==> src/rtl/spkr_pkg.sv <==
// spkr_pkg: shared state type, frame constants and frame builder
// for the speaker DAC sequencer.
package spkr_pkg;

   localparam int FRAME_W  = 24;
   localparam int SAMPLE_W = 12;
   localparam int NUM_CH   = 4;

   localparam logic [3:0] CMD_WRITE_UPDATE = 4'b0011;

   typedef enum logic [1:0] {
      IDLE,
      SETUP,
      SHIFT,
      GAP
   } state_t;

   function automatic logic [FRAME_W-1:0] build_frame(
      input logic [1:0]          idx,
      input logic [SAMPLE_W-1:0] data
   );
      return {CMD_WRITE_UPDATE, 2'b00, idx, data, 4'b0000};
   endfunction

endpackage

==> src/rtl/spkr_spi_shift.sv <==
// spkr_spi_shift: 24-bit MSB-first SPI shifter with a CLK_DIV
// prescaler; o_done marks the last cycle of bit 0's low phase.
module spkr_spi_shift
   import spkr_pkg::*;
#(
   parameter int CLK_DIV = 1
) (
   input  logic               clk,
   input  logic               rst,
   input  logic               i_load,
   input  logic [FRAME_W-1:0] i_frame,
   output logic               o_sclk,
   output logic               o_din,
   output logic               o_done
);

   localparam int DW = (CLK_DIV > 1) ? $clog2(CLK_DIV) : 1;
   localparam logic [DW-1:0] DIV_LAST = DW'(CLK_DIV - 1);

   logic [FRAME_W-2:0] r_sr;
   logic [4:0]         r_bit;
   logic [DW-1:0]      r_div;
   logic               r_sclk;
   logic               r_din;
   logic               r_active;
   logic               r_armed;

   assign o_sclk = r_sclk;
   assign o_din  = r_din;
   assign o_done = r_active && !r_armed && !r_sclk
                   && (r_div == DIV_LAST) && (r_bit == 5'd0);

   always_ff @(posedge clk) begin
      if (rst) begin
         r_sr     <= '0;
         r_bit    <= '0;
         r_div    <= '0;
         r_sclk   <= 1'b0;
         r_din    <= 1'b0;
         r_active <= 1'b0;
         r_armed  <= 1'b0;
      end else if (i_load) begin
         r_sr     <= i_frame[FRAME_W-2:0];
         r_din    <= i_frame[FRAME_W-1];
         r_sclk   <= 1'b0;
         r_bit    <= 5'(FRAME_W - 1);
         r_div    <= '0;
         r_active <= 1'b1;
         r_armed  <= 1'b1;
      end else if (r_active) begin
         // armed = the setup cycle: MSB already on din, sclk still low
         if (r_armed) begin
            r_armed <= 1'b0;
            r_sclk  <= 1'b1;
            r_div   <= '0;
         end else if (r_div != DIV_LAST) begin
            r_div <= r_div + DW'(1);
         end else begin
            r_div <= '0;
            if (r_sclk) begin
               r_sclk <= 1'b0;
            end else if (r_bit == 5'd0) begin
               r_active <= 1'b0;
               r_din    <= 1'b0;
            end else begin
               r_bit  <= r_bit - 5'd1;
               r_din  <= r_sr[FRAME_W-2];
               r_sr   <= {r_sr[FRAME_W-3:0], 1'b0};
               r_sclk <= 1'b1;
            end
         end
      end
   end

endmodule

==> src/rtl/spkr_dac_sequencer.sv <==
// spkr_dac_sequencer: four 24-bit SPI write frames per sample set.
// Define SPKR_INVERT_EN to mirror samples about mid-scale on latch.
module spkr_dac_sequencer
   import spkr_pkg::*;
#(
   parameter int CLK_DIV    = 1,
   parameter int GAP_CYCLES = 2
) (
   input  logic                clk,
   input  logic                rst,
   input  logic                sample_valid,
   output logic                sample_ready,
   input  logic [SAMPLE_W-1:0] ch0,
   input  logic [SAMPLE_W-1:0] ch1,
   input  logic [SAMPLE_W-1:0] ch2,
   input  logic [SAMPLE_W-1:0] ch3,
   output logic                dac_sclk,
   output logic                dac_sync_n,
   output logic                dac_din,
   output logic                busy,
   output logic                overrun
);

   localparam int GW = $clog2(GAP_CYCLES + 1);
   localparam logic [GW-1:0] GAP_LAST = GW'(GAP_CYCLES - 1);
   localparam logic [GW-1:0] GAP_LAST3 =
      GW'((GAP_CYCLES > 1) ? GAP_CYCLES - 2 : 0);
   localparam bit SKIP_GAP3 = (GAP_CYCLES == 1);

   state_t              r_state;
   logic [1:0]          r_idx;
   logic [SAMPLE_W-1:0] r_hold [NUM_CH];
   logic [GW-1:0]       r_gap;
   logic                r_ready;
   logic                r_busy;
   logic                r_sync_n;

   logic               w_done;
   logic               w_last;
   logic               w_gap_end;
   logic               w_load;
   logic [1:0]         w_nidx;
   logic [FRAME_W-1:0] w_frame;

   function automatic logic [SAMPLE_W-1:0] cond(
      input logic [SAMPLE_W-1:0] s
   );
`ifdef SPKR_INVERT_EN
      return 12'hFFF - s;
`else
      return s;
`endif
   endfunction

   // The idle cycle doubles as the final sync_n-high cycle after ch3,
   // so back-to-back sets keep a full gap yet start every set time.
   assign w_last    = (r_idx == 2'd3);
   assign w_nidx    = r_idx + 2'd1;
   assign w_gap_end = (r_state == GAP)
                      && (r_gap == (w_last ? GAP_LAST3 : GAP_LAST));
   assign w_load    = ((r_state == IDLE) && sample_valid)
                      || (w_gap_end && !w_last);
   assign w_frame   = (r_state == IDLE)
                      ? build_frame(2'd0, cond(ch0))
                      : build_frame(w_nidx, r_hold[w_nidx]);

   assign sample_ready = r_ready;
   assign busy         = r_busy;
   assign dac_sync_n   = r_sync_n;
   assign overrun      = sample_valid && !r_ready;

   spkr_spi_shift #(
      .CLK_DIV (CLK_DIV)
   ) u_shift (
      .clk     (clk),
      .rst     (rst),
      .i_load  (w_load),
      .i_frame (w_frame),
      .o_sclk  (dac_sclk),
      .o_din   (dac_din),
      .o_done  (w_done)
   );

   always_ff @(posedge clk) begin
      if (rst) begin
         r_state  <= IDLE;
         r_idx    <= 2'd0;
         r_gap    <= '0;
         r_ready  <= 1'b1;
         r_busy   <= 1'b0;
         r_sync_n <= 1'b1;
      end else begin
         unique case (r_state)
            IDLE: begin
               if (sample_valid) begin
                  r_hold[0] <= cond(ch0);
                  r_hold[1] <= cond(ch1);
                  r_hold[2] <= cond(ch2);
                  r_hold[3] <= cond(ch3);
                  r_idx     <= 2'd0;
                  r_state   <= SETUP;
                  r_ready   <= 1'b0;
                  r_busy    <= 1'b1;
                  r_sync_n  <= 1'b0;
               end
            end
            SETUP: r_state <= SHIFT;
            SHIFT: begin
               if (w_done) begin
                  r_sync_n <= 1'b1;
                  r_gap    <= '0;
                  if (w_last && SKIP_GAP3) begin
                     r_state <= IDLE;
                     r_ready <= 1'b1;
                     r_busy  <= 1'b0;
                  end else begin
                     r_state <= GAP;
                  end
               end
            end
            GAP: begin
               if (!w_gap_end) begin
                  r_gap <= r_gap + GW'(1);
               end else if (w_last) begin
                  r_state <= IDLE;
                  r_ready <= 1'b1;
                  r_busy  <= 1'b0;
               end else begin
                  r_state  <= SETUP;
                  r_idx    <= w_nidx;
                  r_sync_n <= 1'b0;
               end
            end
            default: r_state <= IDLE;
         endcase
      end
   end

endmodule

==> config.mk <==
export PLATFORM = sky130hd
export DESIGN_NAME = spkr_dac_sequencer
export DESIGN_NICKNAME = d
export VERILOG_FILES = /design/src/rtl/spkr_pkg.sv /design/src/rtl/spkr_spi_shift.sv /design/src/rtl/spkr_dac_sequencer.sv
export SDC_FILE = /design/constraint.sdc
export NUM_CORES = 1
export LEC_CHECK = 0
export BUFFER_PORTS_ARGS = -buffer_cell sky130_fd_sc_hd__buf_2
export CORE_MARGIN = 2
export CORE_UTILIZATION = 45
export CTS_CLUSTER_SIZE = 14
export DETAILED_ROUTE_END_ITERATION = 7
export PLACE_DENSITY = 0.71
export SYNTH_ARGS = -nofsm -noshare
export SYNTH_HDL_FRONTEND = slang
export SYNTH_HIERARCHICAL = 1
export SYNTH_SLANG_ARGS = --single-unit
==> constraint.sdc <==
create_clock -name clk -period 3.7 [get_ports clk]
set_input_delay 0.185 -clock clk [delete_from_list [all_inputs] [get_ports clk]]
set_output_delay 0.185 -clock clk [all_outputs]
set_load 0.01 [all_outputs]
==> results.py <==
metrics = {
    "run_status": {
        "status": "finished, final reports clean",
    },
    "synthesis": {
        "synthArstFlopShare": 0,
        "synth_edf_count": 48,
        "ys.flop_type": "edfxtp_1",
        "syn_inst": 329,
        "ys_warn_count": 6,
        "synth_cell_types": 50,
        "synth-seq-area-share": 0.5495,
        "avgSynthCellArea_um2": 12.51,
        "ys_seq_elements": 89,
        "synth_area_um2": 4116,
    },
    "grt": {
        "grt_start_max_net_pins": 49,
        "grt_pass1_wl_mm": 12.65,
        "antenna_found_initial": 0,
        "grt_use_total": 0.1592,
        "grt_overflow": 0,
        "grt_pass1_vias": 2685,
    },
    "detailed_routing": {
        "drt_iter0_drc": 194,
        "dr_total_vias": 2839,
        "dr.pass1.iters": 4,
        "ant_nets": 0,
        "post_drt_wl_per_cell_um": 14.30,
        "routed_wl_mm": 7.663,
        "vias_per_cell": 5.297,
        "drc": 0,
    },
    "final_layout": {
        "diodes": 0,
        "finish.instance_area_um2": 5042,
        "areaGrowthSynthToFinish_pct": 22.49,
        "final_layout_size_suffix_gt1_frac": 0.2734,
        "n_fill_cell": 706,
        "finalNonFillerCells": 536,
        "finalNetCount": 480,
    },
    "clocking": {
        "cts_sinks": 89,
        "clk_pin_slew_ps": 90,
        "cts_buffers": 9,
        "h-tree-depth": 3,
        "cts_tree": "done",
        "clkLatencyLatePin_ps": 360,
        "ctsLongestPathBuffers": 2,
        "cts_resized": 0,
        "cts_setup_buffers": 0,
        "cts_root_buf": "clkbuf_8",
    },
    "run": {
        "cap_viol_max_count": 0,
    },
    "sta": {
        "hold_viol": 0,
        "finalClockSkew_ps": 7.327,
        "max_freq_mhz": 368.5,
        "slew_headroom": 0.3440,
        "setup_viol": 0,
        "slew_violations": 0,
        "worst_pin_slew_ps": 984.0,
        "layout_setup_ws_ps": 986.3,
        "min_period_ps": 2714,
        "tns_ps": 0,
        "rsz0062_at_grt": "no",
        "period_share": 0.7334,
    },
    "placed_design": {
        "post-dp-hpwl_mm": 4.685,
        "placed_cells": 481,
        "pre_cts_ws_ps": 981.2,
        "place_area_um2": 4471,
        "io_buffers": 56,
        "gp_congestion": 0.7352,
    },
    "setup_path": {
        "cp-start-kind": "flop",
        "crit_fanout": 28,
        "critPathKind": "flop to flop",
        "cp_slowest_cell": "ha_1",
        "arrival_ps": 2920,
        "max_stage_delay_ps": 660,
        "reg2reg_slack_ps": 990,
        "cp-end-kind": "flop",
        "critPathRequiredTime_ps": 3910,
        "path_cells": "inv_1 > ha_1 > nand2_1 > o21ai_2 > inv_2 > nor2_1 > a2111oi_2",
    },
    "pwr": {
        "worst_ir_drop_vdd_v": 0.0003184,
        "finalPower_mw": 3.122,
        "power_leakage_nw": 1.867,
        "p_per_area_nw_per_um2": 619.1,
    },
    "floorplanning": {
        "dieArea_um2": 9929,
        "die_w_um": 99.65,
        "rows": 34,
        "core_area_um2": 8806,
        "pin_count": 57,
        "start_util": 0.4675,
        "die-height_um": 99.65,
    },
    "hold_path": {
        "min_path_type": "input port to flop",
    },
}
[layout by cell type, fill, tap and decap left out, drive strengths merged, types with 4 or more instances in the layout]
master and count:
nand3 4, inv 16, o21ai 8, nand2 8, dfxtp 41, ha 6, conb 10, buf 61
mux4 12, a2111oi 21, a211oi 4, edfxtp 48, a21oi 16, nor2 50, a21boi 21, clkbuf 9
dlygate4sd3 39, mux2 12
[report_power, final]
group          leakage, nW  switching (mW)  internal (mW)  total, mW
Sequential           0.784          0.0845           1.28       1.36
Clock               0.0906           0.370          0.256      0.626
Combinational        0.993           0.648          0.485       1.13
Total                 1.87            1.10           2.02       3.12
[flip-flops by register name, summed over array words and instances (netlist names)]
name,count
u_shift/o_sclk,1
u_shift/r_bit,5
r_hold,48
u_shift/o_din,1
u_shift/r_active,1
r_idx,2
sample_ready,1
u_shift/r_sr,23
u_shift/r_armed,1
busy,1
r_state,2
dac_sync_n,1
r_gap,2
[kinds of logic (layout without fill, tap and decap cells)]
kind of cell,count (synthesis),count (layout),synth area share
flip-flops,89,89,0.5495
AO/OA/AOI/OAI,84,84,0.1742
AND/OR/NAND/NOR,84,84,0.09757
buffers and inverters,36,127,0.04529
multiplexers,27,27,0.1112
adder cells (fa/ha/maj),6,6,0.01824
other,2,10,0.001824
XOR/XNOR,1,1,0.002128
[final timing paths]
path / from / end / cells after the start
setup / recovery: r_state[0] / u_shift/r_sr[11] / 7
hold / removal: ch0[8] / r_hold[0][8] / 1
setup reg to reg: r_state[0] / u_shift/r_sr[11] / 7
hold reg to reg: busy / busy / 1
[metrics by stage]
step / utilization / hold WS (ps)
finish: 0.5726 / 15.76
CTS: 0.5681 / 0.7950
global route: 0.5726 / 0.9231
global placement: 0.5077 / 361.7
floorplan: - / 283.9
detailed placement: 0.5077 / 363.1
[metal layers]
metal / global-route usage / up-vias / part of all wire
met1: 0.2046 / 1343 / 0.46
met4: 0.05690 / 0 / 0.010
li1: - / 1417 / -
met2: 0.2614 / 69 / 0.49
met3: 0.04146 / 10 / 0.046
met5: 0 / - / 0
[synth_stat cells, types with 4 or more instances]
| cell | count | share of area |
|---|---|---|
| a2111oi_1 | 4 | 0.0097 |
| a2111oi_2 | 17 | 0.062 |
| a211oi_1 | 4 | 0.0073 |
| a21boi_0 | 10 | 0.018 |
| a21boi_1 | 11 | 0.020 |
| a21oi_1 | 16 | 0.019 |
| buf_2 | 4 | 0.0049 |
| buf_6 | 4 | 0.011 |
| clkbuf_1 | 14 | 0.013 |
| dfxtp_1 | 41 | 0.20 |
| edfxtp_1 | 48 | 0.35 |
| ha_1 | 6 | 0.018 |
| inv_1 | 10 | 0.0091 |
| mux2_2 | 12 | 0.033 |
| mux4_1 | 6 | 0.038 |
| mux4_2 | 6 | 0.033 |
| nand2_1 | 8 | 0.0073 |
| nand3_1 | 4 | 0.0049 |
| nor2_1 | 50 | 0.046 |
| o21ai_0 | 8 | 0.0097 |
[area by class of cell]
| type | instances | area, um2 | share of cell area |
|---|---|---|---|
| sequential | 89 | 2262 | 0.4486 |
| multi-input combinational | 212 | 1714 | 0.3399 |
| timing repair buffer | 100 | 708.2 | 0.1404 |
| tap | 108 | 135.1 | 0.02680 |
| clock buffer | 9 | 123.9 | 0.02457 |
| clock inverter | 7 | 57.56 | 0.01141 |
| inverter | 11 | 41.29 | 0.008189 |
[critical path: cells and delay by family (launching register included)]
family	cells	cell delay, ps
AND/OR/NAND/NOR	2	510
adder cells (fa/ha/maj)	1	660
buffers and inverters	2	560
AO/OA/AOI/OAI	2	480
flip-flops	1	340
[timing repair]
| item | in CTS | in global routing |
|---|---|---|
| hold buffers | 35 | 4 |
| setup endpoints to repair | 0 | 0 |
| hold endpoints to repair | 35 | 4 |
Power figures use the tool's default switching activity.
